**src/rtl/cpu_stage_sequencer_pkg.sv**
```systemverilog
// rtl/cpu_stage_sequencer_pkg.sv - shared stage encoding and PC constants
package cpu_stage_sequencer_pkg;

    typedef enum logic [2:0] {
        ST_FETCH     = 3'd0,
        ST_DECODE    = 3'd1,
        ST_EXECUTE   = 3'd2,
        ST_MEMORY    = 3'd3,
        ST_WRITEBACK = 3'd4,
        ST_HALT      = 3'd5,
        ST_FAULT     = 3'd6,
        ST_UNUSED    = 3'd7
    } stage_t;

    localparam logic [31:0] PC_INC        = 32'd4;
    localparam logic [31:0] PC_ALIGN_MASK = 32'hFFFF_FFFC;

endpackage

```
**src/rtl/cpu_stage_sequencer_mem_wait_timer.sv**
```systemverilog
// rtl/cpu_stage_sequencer_mem_wait_timer.sv - MEMORY-state wait counter with timeout flag
module mem_wait_timer #(
    parameter int MEM_TIMEOUT = 15
) (
    input  logic clk,
    input  logic rst,
    input  logic clr,
    input  logic en,
    output logic timeout
);

    logic [7:0] count;

    // Count enabled cycles; clear wins so a completed access restarts from zero
    always_ff @(posedge clk) begin
        if (rst || clr) begin
            count <= '0;
        end else if (en) begin
            count <= count + 8'd1;
        end
    end

    // Flags the cycle that would be the MEM_TIMEOUT-th waiting cycle
    assign timeout = en && (count == 8'(MEM_TIMEOUT - 1));

endmodule

```
**src/rtl/cpu_stage_sequencer.sv**
```systemverilog
// rtl/cpu_stage_sequencer.sv - multi-cycle FETCH..WRITEBACK stage controller with halt/step/fault
module cpu_stage_sequencer
    import cpu_stage_sequencer_pkg::*;
#(
    parameter logic [31:0] RESET_PC    = 32'h0000_0000,
    parameter int          MEM_TIMEOUT = 15
) (
    input  logic        clk,
    input  logic        rst,
    input  logic        halt_req,
    input  logic        step_req,
    input  logic        is_load,
    input  logic        is_store,
    input  logic        reg_wen_dec,
    input  logic        pc_sel,
    input  logic        illegal,
    input  logic [31:0] alu_out,
    input  logic        mem_ready,
    output logic [31:0] pc,
    output logic [2:0]  stage,
    output logic        ir_load,
    output logic        reg_we,
    output logic        ram_en,
    output logic        mem_wr,
    output logic        halted,
    output logic        fault,
    output logic [31:0] instret
);

    stage_t      state;
    stage_t      state_nxt;
    logic        step_flag;
    logic        step_flag_nxt;
    logic [31:0] pc_q;
    logic [31:0] instret_q;
    logic        in_mem;
    logic        in_wb;
    logic        timer_clr;
    logic        mem_timeout;

    assign in_mem    = (state == ST_MEMORY);
    assign in_wb     = (state == ST_WRITEBACK);
    assign timer_clr = !in_mem || mem_ready;

    mem_wait_timer #(
        .MEM_TIMEOUT(MEM_TIMEOUT)
    ) u_mem_wait_timer (
        .clk    (clk),
        .rst    (rst),
        .clr    (timer_clr),
        .en     (in_mem),
        .timeout(mem_timeout)
    );

    // State register and single-step flag
    always_ff @(posedge clk) begin
        if (rst) begin
            state     <= ST_FETCH;
            step_flag <= 1'b0;
        end else begin
            state     <= state_nxt;
            step_flag <= step_flag_nxt;
        end
    end

    // PC and retired count advance only in WRITEBACK; instret is rewritten every cycle
    always_ff @(posedge clk) begin
        if (rst) begin
            pc_q      <= RESET_PC;
            instret_q <= '0;
        end else begin
            if (in_wb) begin
                pc_q <= pc_sel ? (alu_out & PC_ALIGN_MASK) : (pc_q + PC_INC);
            end
            instret_q <= instret_q + {31'd0, in_wb};
        end
    end

    // Next-state logic; halt is only honoured at the instruction boundary
    always_comb begin
        state_nxt     = state;
        step_flag_nxt = step_flag;
        case (state)
            ST_FETCH:   state_nxt = ST_DECODE;
            ST_DECODE:  state_nxt = illegal ? ST_FAULT : ST_EXECUTE;
            ST_EXECUTE: state_nxt = (is_load || is_store) ? ST_MEMORY : ST_WRITEBACK;
            ST_MEMORY: begin
                if (mem_ready) begin
                    state_nxt = ST_WRITEBACK;
                end else if (mem_timeout) begin
                    state_nxt = ST_FAULT;
                end
            end
            ST_WRITEBACK: begin
                state_nxt     = (halt_req || step_flag) ? ST_HALT : ST_FETCH;
                step_flag_nxt = 1'b0;
            end
            ST_HALT: begin
                if (step_req) begin
                    state_nxt     = ST_FETCH;
                    step_flag_nxt = 1'b1;
                end else if (!halt_req) begin
                    state_nxt = ST_FETCH;
                end
            end
            ST_FAULT:   state_nxt = ST_FAULT;
            default:    state_nxt = ST_FAULT;
        endcase
    end

    // Moore strobes decoded from the state register, all held low during reset
    always_comb begin
        ir_load = 1'b0;
        reg_we  = 1'b0;
        ram_en  = 1'b0;
        mem_wr  = 1'b0;
        halted  = 1'b0;
        fault   = 1'b0;
        if (!rst) begin
            case (state)
                ST_FETCH:     ir_load = 1'b1;
                ST_MEMORY: begin
                    ram_en = 1'b1;
                    mem_wr = is_store;
                end
                ST_WRITEBACK: reg_we = reg_wen_dec && !is_store;
                ST_HALT:      halted = 1'b1;
                ST_FAULT:     fault  = 1'b1;
                default:      ;
            endcase
        end
    end

    assign stage   = state;
    assign pc      = pc_q;
    assign instret = instret_q;

endmodule

```
**config.mk**
```make
export PLATFORM = sky130hd
export DESIGN_NAME = cpu_stage_sequencer
export DESIGN_NICKNAME = d
export VERILOG_FILES = /design/src/rtl/cpu_stage_sequencer_pkg.sv /design/src/rtl/cpu_stage_sequencer_mem_wait_timer.sv /design/src/rtl/cpu_stage_sequencer.sv
export SDC_FILE = /design/constraint.sdc
export NUM_CORES = 1
export LEC_CHECK = 0
export ABC_AREA = 1
export CAP_MARGIN = 15
export CORE_ASPECT_RATIO = 0.7
export CORE_MARGIN = 2
export CORE_UTILIZATION = 48
export DETAILED_ROUTE_END_ITERATION = 12
export MAX_ROUTING_LAYER = met4
export PLACE_DENSITY_LB_ADDON = 0.25
export SLEW_MARGIN = 20
export SYNTH_ARGS = -nofsm -noshare
export SYNTH_HDL_FRONTEND = slang
export SYNTH_SLANG_ARGS = --single-unit
```
**constraint.sdc**
```tcl
create_clock -name clk -period 2.5 [get_ports clk]
set_input_delay 0.625 -clock clk [delete_from_list [all_inputs] [get_ports clk]]
set_output_delay 0.625 -clock clk [all_outputs]
set_load 0.01 [all_outputs]
```
==> results of run 1 <==
[power by group through the flow]
stage	clock [mW]	combinational [mW]	sequential (mW)
after floorplan	0	0.445	1.44
after global placement	0	0.826	1.43
after detailed placement	0	0.847	1.43
after CTS	1.52	0.862	1.41
after global routing	1.57	0.960	1.43
final	1.50	0.870	1.41
[cell type report]
class                      instances  share of cell area
multi-input combinational        565               0.442
sequential                        74               0.239
timing repair buffer             120               0.190
inverter                          79              0.0478
clock buffer                       9              0.0363
tap                              124              0.0250
clock inverter                     7              0.0190
[cell usage after synthesis (all sizes together), types with 3 or more instances]
library cell / number / area share
buf: 11 / 0.012
xor2: 6 / 0.011
a21oi: 56 / 0.062
nand3b: 3 / 0.0049
clkbuf: 11 / 0.0090
ha: 6 / 0.016
inv: 78 / 0.064
or2: 9 / 0.012
dfxtp: 74 / 0.32
nand2: 224 / 0.19
nor2: 119 / 0.12
nor3: 24 / 0.035
o21ai: 38 / 0.041
nand4: 9 / 0.012
nand3: 45 / 0.053
o31ai: 4 / 0.0065
a31oi: 3 / 0.0041
[cells by family after synthesis]
| group | count (synthesis) | share of synthesized area |
|---|---|---|
| adder cells (fa/ha/maj) | 6 | 0.0163 |
| AND/OR/NAND/NOR | 441 | 0.435 |
| other | 1 | 0.000814 |
| AO/OA/AOI/OAI | 109 | 0.128 |
| XOR/XNOR | 7 | 0.0133 |
| flip-flops | 74 | 0.321 |
| buffers and inverters | 101 | 0.0858 |
[critical path, delay by kind of cell (launching register included)]
kind          cells  cell delay [ps]
flops             1              440
buf+inv           2              730
simple gates      1              310
[layout by cell type, fill, tap and decap left out, types with 3 or more instances in the layout]
master,synthesis,layout
nand3b_1,3,3
clkbuf_16,0,9
nand4_1,9,9
a21oi_1,55,55
inv_1,75,75
inv_2,3,3
nor3_1,18,18
o21ai_1,7,7
o31ai_1,4,4
nand3_1,43,43
ha_1,6,6
buf_4,2,9
nand2_2,10,10
a31oi_1,3,3
nor2_2,7,7
o21ai_0,31,31
bufinv_16,0,3
clkdlybuf4s50_1,0,107
nand2_1,213,213
or2_0,5,5
nor3_2,4,4
nor2_4,9,9
nor2_1,103,103
dfxtp_1,74,72
xor2_1,6,6
or2_2,4,4
[through the flow]
stage                     cells  instance area, µm²  worst slack (ps)   util  hold slack [ps]
after CTS                   978                6190              15.0  0.675              483
after floorplan             740                4610               287      -              430
after global placement      961                5840             -92.1  0.637              449
final                       978                6200              51.2  0.675              477
after detailed placement    961                5840             -87.8  0.637              473
after global routing        978                6200              20.4  0.675              503
[registers in the layout (all words and copies together), names as in the netlist]
| signal | cells |
|---|---|
| instret | 32 |
| pc | 30 |
| u_mem_wait_timer.count | 8 |
| stage | 3 |
| step_flag | 1 |
[path summary, 6_finish.rpt]
check	from	to	slack [ps]	cells past startpoint
max	stage[0]	halted	50	3
min	instret[30]	instret[30]	480	2
max reg2reg	stage[2]	instret[22]	200	13
min reg2reg	instret[30]	instret[30]	480	2
[what timing repair did]
item	4_1_cts	5_1_grt
resized for setup	3	2
endpoints found under the hold margin	0	0
pin swaps	1	0
setup buffers	1	0
setup endpoints to repair	3	3
[routing by layer]
layer | GRT usage | part of all wire | up-vias
met5 | - | 0 | -
met4 | 0.0856 | 0.019 | 0
met3 | 0.0805 | 0.10 | 30
met2 | 0.366 | 0.41 | 253
met1 | 0.367 | 0.47 | 2279
li1 | - | - | 2586
==> results.sh, run 1 <==
export IMPL_clock_latency_ps=340
export IMPL_fillers=800
export IMPL_rsz0062_at_grt="false"
export IMPL_fin_skew_ps=4.12
export IMPL_drive_gt1_frac=0.0867
export IMPL_internal_power_mw=2.65
export IMPL_syn_inst=739
export IMPL_dieWidth_um=121
export IMPL_cellLeakagePower_nw=2.14
export IMPL_syn_cell_area_um2=4610
export IMPL_antenna_found_initial=0
export IMPL_cts_root_buf="clkbuf_16"
export IMPL_min_period_over_period=0.980
export IMPL_avgSynthCellArea_um2=6.24
export IMPL_dr_pass1_iters=6
export IMPL_die_h_um=86.0
export IMPL_cap_violations=0
export IMPL_finalSetupViolCount=0
export IMPL_netlist_cell_type_count=45
export IMPL_setup_tns_ps=0
export IMPL_multiInputGateArea_um2=2740
export IMPL_async_flop_share=0
export IMPL_gp_congestion=1.02
export IMPL_grt_pass1_vias=4489
export IMPL_port_buffers=110
export IMPL_power_switching_mw=1.13
export IMPL_synth_edf_count=0
export IMPL_vias=5148
export IMPL_wl_per_cell_um=13.7
export IMPL_worstHoldPathType="reg2reg"
export IMPL_crit_fanout=7
export IMPL_seq_power_share=0.374
export IMPL_hpwlAfterDp_mm=9.88
export IMPL_grt_pass1_wl_mm=21.4
export IMPL_dieArea_um2=10400
export IMPL_ir_worst_vdd_mv=0.484
export IMPL_grt_use_total=0.265
export IMPL_coreArea_um2=9180
export IMPL_max_stage_delay_ps=600
export IMPL_cp_start_kind="flop"
export IMPL_wirelength_mm=13.4
export IMPL_cts_sinks=74
export IMPL_pwr_share_comb=0.230
export IMPL_swShare=0.298
export IMPL_regArea_um2=1480
export IMPL_crit_slowest_cell="clkdlybuf4s50_1"
export IMPL_initial_utilization=0.502
export IMPL_grt_max_degree=34
export IMPL_slew_headroom=0.622
export IMPL_p_clk_frac=0.396
export IMPL_worst_setup_path_type="reg2out"
export IMPL_drtIter0Drc=442
export IMPL_grt_overflow=0
export IMPL_antenna_cells=0
export IMPL_crit_chain="inv_1 > nor4_2 > clkdlybuf4s50_1"
export IMPL_htreeDepth=3
export IMPL_ant_nets=0
export IMPL_finalMaxSlewViolations=0
export IMPL_yosysWarnings=0
export IMPL_num_rows=29
export IMPL_hold_violations=0
export IMPL_drc_errors=0
export IMPL_period_minus_slack_ps=2450
export IMPL_worstPathArrival_ps=1820
export IMPL_ys_ff_latch=74
export IMPL_max_freq_mhz=408
export IMPL_ys_flop_type="dfxtp_1"
export IMPL_ctsHoldBuffers=0
export IMPL_path_clk_slew_ps=60
export IMPL_final_net_count=897
export IMPL_synth_seq_area_share=0.321
export IMPL_clock_path_buffers=2
export IMPL_tightest_slew_ps=567
export IMPL_io_pins=115
export IMPL_area_delta_synth_final_pct=34.6
export IMPL_cts_tree="yes"
export IMPL_status="finished clean"
export IMPL_totalPowerFinal_mw=3.78
export IMPL_viasPerCell=5.26
export IMPL_p_per_area_nw_per_um2=610
export IMPL_cp_required_ps=1880
export IMPL_cts_inserted_buffers=9
export IMPL_endpoint_kind="primary output"
No activity file was read; power rests on OpenSTA's default activity.
==> inputs of run 2 (changes only) <==
--- a/config.mk
+++ b/config.mk
@@ -13,6 +13,7 @@
 export DETAILED_ROUTE_END_ITERATION = 12
 export MAX_ROUTING_LAYER = met4
 export PLACE_DENSITY_LB_ADDON = 0.25
+export RECOVER_POWER = 100
 export SLEW_MARGIN = 20
 export SYNTH_ARGS = -nofsm -noshare
 export SYNTH_HDL_FRONTEND = slang
==> run 2 against run 1 <==
  * Register-to-register slack about the same
  * Critical path type unchanged
  * Clock power about the same
  * Flip-flop and latch count unchanged
  * Count of clock-buffer cells in the layout unchanged
  * Largest cell class unchanged
  * Fmax up 0.56%
  * Largest power group unchanged
  * Via count down 0.21%
  * Non-clock buffer count unchanged
==> results.sh, run 2 (synthesized netlist as in run 1, its figures left out) <==
export IMPL_dieArea_um2=10400
export IMPL_p_per_area_nw_per_um2=610
export IMPL_num_rows=29
export IMPL_crit_chain="inv_1 > nor4_2 > clkdlybuf4s50_1"
export IMPL_clock_latency_ps=340
export IMPL_grt_max_degree=34
export IMPL_wirelength_mm=13.4
export IMPL_io_pins=115
export IMPL_path_clk_slew_ps=60
export IMPL_largest_register_ffs=32
export IMPL_port_buffers=110
export IMPL_cts_inserted_buffers=9
export IMPL_worstHoldPathType="reg2reg"
export IMPL_fin_skew_ps=4.18
export IMPL_rsz0062_at_grt="false"
export IMPL_antenna_found_initial=0
export IMPL_crit_fanout=7
export IMPL_ir_worst_vdd_mv=0.478
export IMPL_grt_pass1_wl_mm=21.4
export IMPL_setup_tns_ps=0
export IMPL_initial_utilization=0.502
export IMPL_viasPerCell=5.25
export IMPL_setup_slack_ps=64.9
export IMPL_endpoint_kind="primary output"
export IMPL_grt_pass1_vias=4489
export IMPL_final_cell_mix="nand2_1, nor2_1, inv_1, dfxtp_1, dlygate4sd3_1"
export IMPL_drive_gt1_frac=0.0667
export IMPL_place_inst=961
export IMPL_finalMaxSlewViolations=0
export IMPL_placed_area_um2=5840
export IMPL_crit_slowest_cell="clkdlybuf4s50_1"
export IMPL_finalSetupViolCount=0
export IMPL_hold_depth=2
export IMPL_final_common_cell="nand2_1"
export IMPL_ant_nets=0
export IMPL_cp_start_kind="flop"
export IMPL_cts_tree="yes"
export IMPL_antenna_cells=0
export IMPL_swShare=0.300
export IMPL_drc_errors=0
export IMPL_grt_use_total=0.265
export IMPL_power_switching_mw=1.12
export IMPL_hpwlAfterDp_mm=9.88
export IMPL_grt_overflow=0
export IMPL_status="finished clean"
export IMPL_cts_sinks=74
export IMPL_area_delta_synth_final_pct=33.0
export IMPL_worstPathArrival_ps=1810
export IMPL_wl_per_cell_um=13.7
export IMPL_min_period_over_period=0.974
export IMPL_die_h_um=86.0
export IMPL_crit_start="stage[0]"
export IMPL_cap_violations=0
export IMPL_ctsHoldBuffers=0
export IMPL_dr_pass1_iters=5
export IMPL_fin_cells=978
export IMPL_hp_start="instret[30]"
export IMPL_tightest_slew_ps=1080
export IMPL_gp_congestion=1.02
export IMPL_dieWidth_um=121
export IMPL_final_net_count=897
export IMPL_p_clk_frac=0.401
export IMPL_worst_setup_path_type="reg2out"
export IMPL_htreeDepth=3
export IMPL_r2r_start="stage[2]"
export IMPL_drtIter0Drc=436
export IMPL_seq_power_share=0.377
export IMPL_hold_violations=0
export IMPL_vias=5137
export IMPL_cellLeakagePower_nw=2.33
export IMPL_clock_path_buffers=2
export IMPL_post_place_ws_ps=-87.8
export IMPL_cp_required_ps=1880
export IMPL_cts_root_buf="clkbuf_16"
export IMPL_max_stage_delay_ps=600
export IMPL_stdcell_area_um2=6130
export IMPL_period_minus_slack_ps=2440
export IMPL_pwr_share_comb=0.221
export IMPL_slew_headroom=0.280
export IMPL_coreArea_um2=9180
export IMPL_internal_power_mw=2.62
export IMPL_max_freq_mhz=411
export IMPL_rr_worst_depth=11
run 2: cell types whose count changed in the layout (fill, tap and decap cells not counted), sizes merged:
| cell | change |
|---|---|
| clkdlybuf4s50 | -65 |
| dlygate4sd3 | +65 |
| buf | -4 |
| clkbuf | +4 |
run 2: cell type report:
| class | instances | area (µm²) |
|---|---|---|
| Multi-Input combinational cell | 565 | 2680 |
| Clock buffer | 9 | 225 |
| Fill cell | 813 | 3050 |
| Timing Repair Buffer | 120 | 1170 |
| Clock inverter | 7 | 118 |
| Tap cell | 124 | 155 |
| Inverter | 79 | 297 |
| Sequential cell | 74 | 1480 |
run 2: routing by layer:
layer / part of all wire / global-route usage
met5: 0 / -
met4: 0.019 / 0.0856
met3: 0.10 / 0.0805
met2: 0.41 / 0.366
met1: 0.47 / 0.367
run 2: final timing paths:
path | slack [ps] | to
hold / removal | 470 | instret[30]
setup / recovery | 60 | halted
hold reg to reg | 470 | instret[30]
setup reg to reg | 210 | instret[17]
run 2: repair_timing:
item,4_1_cts,5_1_grt
pin swaps,1,0
setup endpoints to repair,3,3
gates resized for setup,3,2
buffers inserted,1,0
run 2: worst max-delay path, delay by kind of cell, from the launching register on:
kind / cells / cell delay (ps)
buffers and inverters: 2 / 730
flip-flops: 1 / 440
AND/OR/NAND/NOR: 1 / 300
run 2: power groups by stage:
stage | Sequential, mW | Clock, mW | Combinational, mW
2_1_floorplan | 1.44 | 0 | 0.445
3_3_place_gp | 1.43 | 0 | 0.826
3_5_place_dp | 1.43 | 0 | 0.847
4_1_cts | 1.41 | 1.52 | 0.862
5_1_grt | 1.43 | 1.57 | 0.922
6_report | 1.41 | 1.50 | 0.828
run 2: stage by stage:
stage               hold WS (ps)  total power, mW   util
floorplan                    430             1.89      -
global placement             449             2.25  0.637
detailed placement           473             2.28  0.637
CTS                          483             3.79  0.675
global route                 500             3.92  0.667
finish                       473             3.74  0.667
==> inputs of run 3 (changes only) <==
--- a/config.mk
+++ b/config.mk
@@ -11,8 +11,9 @@
 export CORE_MARGIN = 2
 export CORE_UTILIZATION = 48
 export DETAILED_ROUTE_END_ITERATION = 12
+export GPL_ROUTABILITY_DRIVEN = 0
 export MAX_ROUTING_LAYER = met4
-export PLACE_DENSITY_LB_ADDON = 0.25
+export PLACE_DENSITY_LB_ADDON = 0.08
 export RECOVER_POWER = 100
 export SLEW_MARGIN = 20
 export SYNTH_ARGS = -nofsm -noshare
==> run 3 against run 2 <==
  * Via count fell by 0.19%
  * Setup slack improved by 12 ps
  * Clock power barely moved
  * Hold slack barely moved
  * First-iteration DRC count rose by 24%
  * Sequential power barely moved
  * Flip-flop and latch count did not move
  * Count of clock-buffer cells in the layout rose by 1
  * Largest power group unchanged
  * Register-to-register slack got worse by 20 ps
  * Largest cell class unchanged
  * Critical path depth rose by 1
  * Clock skew rose by 8.1 ps
  * Wire length rose by 0.52%
==> results.sh, run 3 (synthesized netlist as in run 1, its figures left out) <==
export IMPL_multiInputGateArea_um2=2720
export IMPL_regArea_um2=1490
export IMPL_cts_root_buf="clkbuf_16"
export IMPL_grt_pass1_vias=4541
export IMPL_tightest_slew_ps=1120
export IMPL_wl_per_cell_um=13.7
export IMPL_fillers=819
export IMPL_holdWs_ps=472
export IMPL_final_cell_mix="nand2_1, nor2_1, inv_1, dfxtp_1, dlygate4sd3_1"
export IMPL_path_clk_slew_ps=60
export IMPL_largest_register_ffs=32
export IMPL_crit_fanout=13
export IMPL_swShare=0.295
export IMPL_clock_latency_ps=340
export IMPL_cp_start_kind="input port"
export IMPL_finalMaxSlewViolations=0
export IMPL_grt_max_degree=42
export IMPL_num_rows=29
export IMPL_status="finished clean"
export IMPL_area_delta_synth_final_pct=33.3
export IMPL_antenna_found_initial=0
export IMPL_cts_inserted_buffers=9
export IMPL_seq_power_share=0.382
export IMPL_coreArea_um2=9180
export IMPL_cellLeakagePower_nw=2.32
export IMPL_min_period_over_period=0.969
export IMPL_vias=5127
export IMPL_internal_power_mw=2.62
export IMPL_fin_skew_ps=12.3
export IMPL_worstPathArrival_ps=1800
export IMPL_die_h_um=86.0
export IMPL_drtIter0Drc=539
export IMPL_final_net_count=897
export IMPL_hpwlAfterDp_mm=10.1
export IMPL_cap_violations=0
export IMPL_antenna_cells=0
export IMPL_ant_nets=0
export IMPL_io_pins=115
export IMPL_ir_worst_vdd_mv=0.473
export IMPL_dieWidth_um=121
export IMPL_cp_required_ps=1880
export IMPL_initial_utilization=0.502
export IMPL_drive_gt1_frac=0.0774
export IMPL_worst_setup_path_type="in2out"
export IMPL_grt_pass1_wl_mm=21.7
export IMPL_period_minus_slack_ps=2420
export IMPL_port_buffers=110
export IMPL_drc_errors=0
export IMPL_pwr_share_comb=0.223
export IMPL_viasPerCell=5.25
export IMPL_grt_use_total=0.270
export IMPL_final_common_cell="nand2_1"
export IMPL_ctsHoldBuffers=0
export IMPL_wirelength_mm=13.4
export IMPL_hold_violations=0
export IMPL_setup_tns_ps=0
export IMPL_slew_headroom=0.255
export IMPL_clock_path_buffers=2
export IMPL_power_switching_mw=1.10
export IMPL_cts_sinks=74
export IMPL_post_place_ws_ps=-56.4
export IMPL_rsz0062_at_grt="false"
export IMPL_dr_pass1_iters=5
export IMPL_grt_overflow=0
export IMPL_dieArea_um2=10400
export IMPL_htreeDepth=3
export IMPL_p_per_area_nw_per_um2=605
export IMPL_setup_slack_ps=76.7
export IMPL_cts_tree="yes"
export IMPL_max_freq_mhz=413
export IMPL_worstHoldPathType="reg2reg"
export IMPL_p_clk_frac=0.394
export IMPL_finalSetupViolCount=0
export IMPL_endpoint_kind="primary output"
==> run 3: final cells by class <==
class	count	area share
Tap cell	124	0.0253
Timing Repair Buffer	120	0.189
Inverter	79	0.0483
Sequential cell	74	0.242
Clock buffer	10	0.0373
Multi-Input combinational cell	565	0.442
Clock inverter	5	0.0169
==> run 3: layer usage <==
layer,vias to the layer above,track usage,routed length [µm]
met1,2282,0.384,6520
met5,-,-,0
li1,2601,-,-
met4,0,0.0666,125
met3,16,0.0725,1290
met2,228,0.377,5490
==> run 3: per-stage QoR <==
stage / cells / cell area, µm² / power (mW) / util
6_report: 977 / 6140 / 3.71 / 0.669
5_1_grt: 977 / 6140 / 3.89 / 0.669
4_1_cts: 977 / 6180 / 3.77 / 0.673
3_5_place_dp: 961 / 5830 / 2.28 / 0.635
3_3_place_gp: 961 / 5830 / 2.26 / 0.635
2_1_floorplan: 740 / 4610 / 1.89 / -
==> run 3: path summary, 6_finish.rpt <==
path	start	to	slack, ps	cells after the start
worst max-delay path	rst	fault	80	4
worst min-delay path	instret[30]	instret[30]	470	2
worst max register to register	stage[2]	instret[22]	190	13
worst min register to register	instret[30]	instret[30]	470	2
==> run 3: repair_timing <==
action / in CTS / in global routing
setup endpoints to repair: 3 / 4
gates resized for setup: 4 / 2
pin swaps: 1 / 0
setup buffers: 1 / 0
hold endpoints to repair: 0 / 0
==> run 3: power by group through the flow <==
stage,logic [mW],clock network [mW],registers [mW]
finish,0.829,1.47,1.42
global route,0.910,1.54,1.44
CTS,0.859,1.49,1.42
detailed placement,0.840,0,1.44
global placement,0.822,0,1.43
floorplan,0.445,0,1.44
==> run 3: worst max-delay path, cell delays in order <==
cell and delay, ps:
clkbuf_1 160, clkbuf_4 250, nor3_1 200, clkdlybuf4s50_1 560
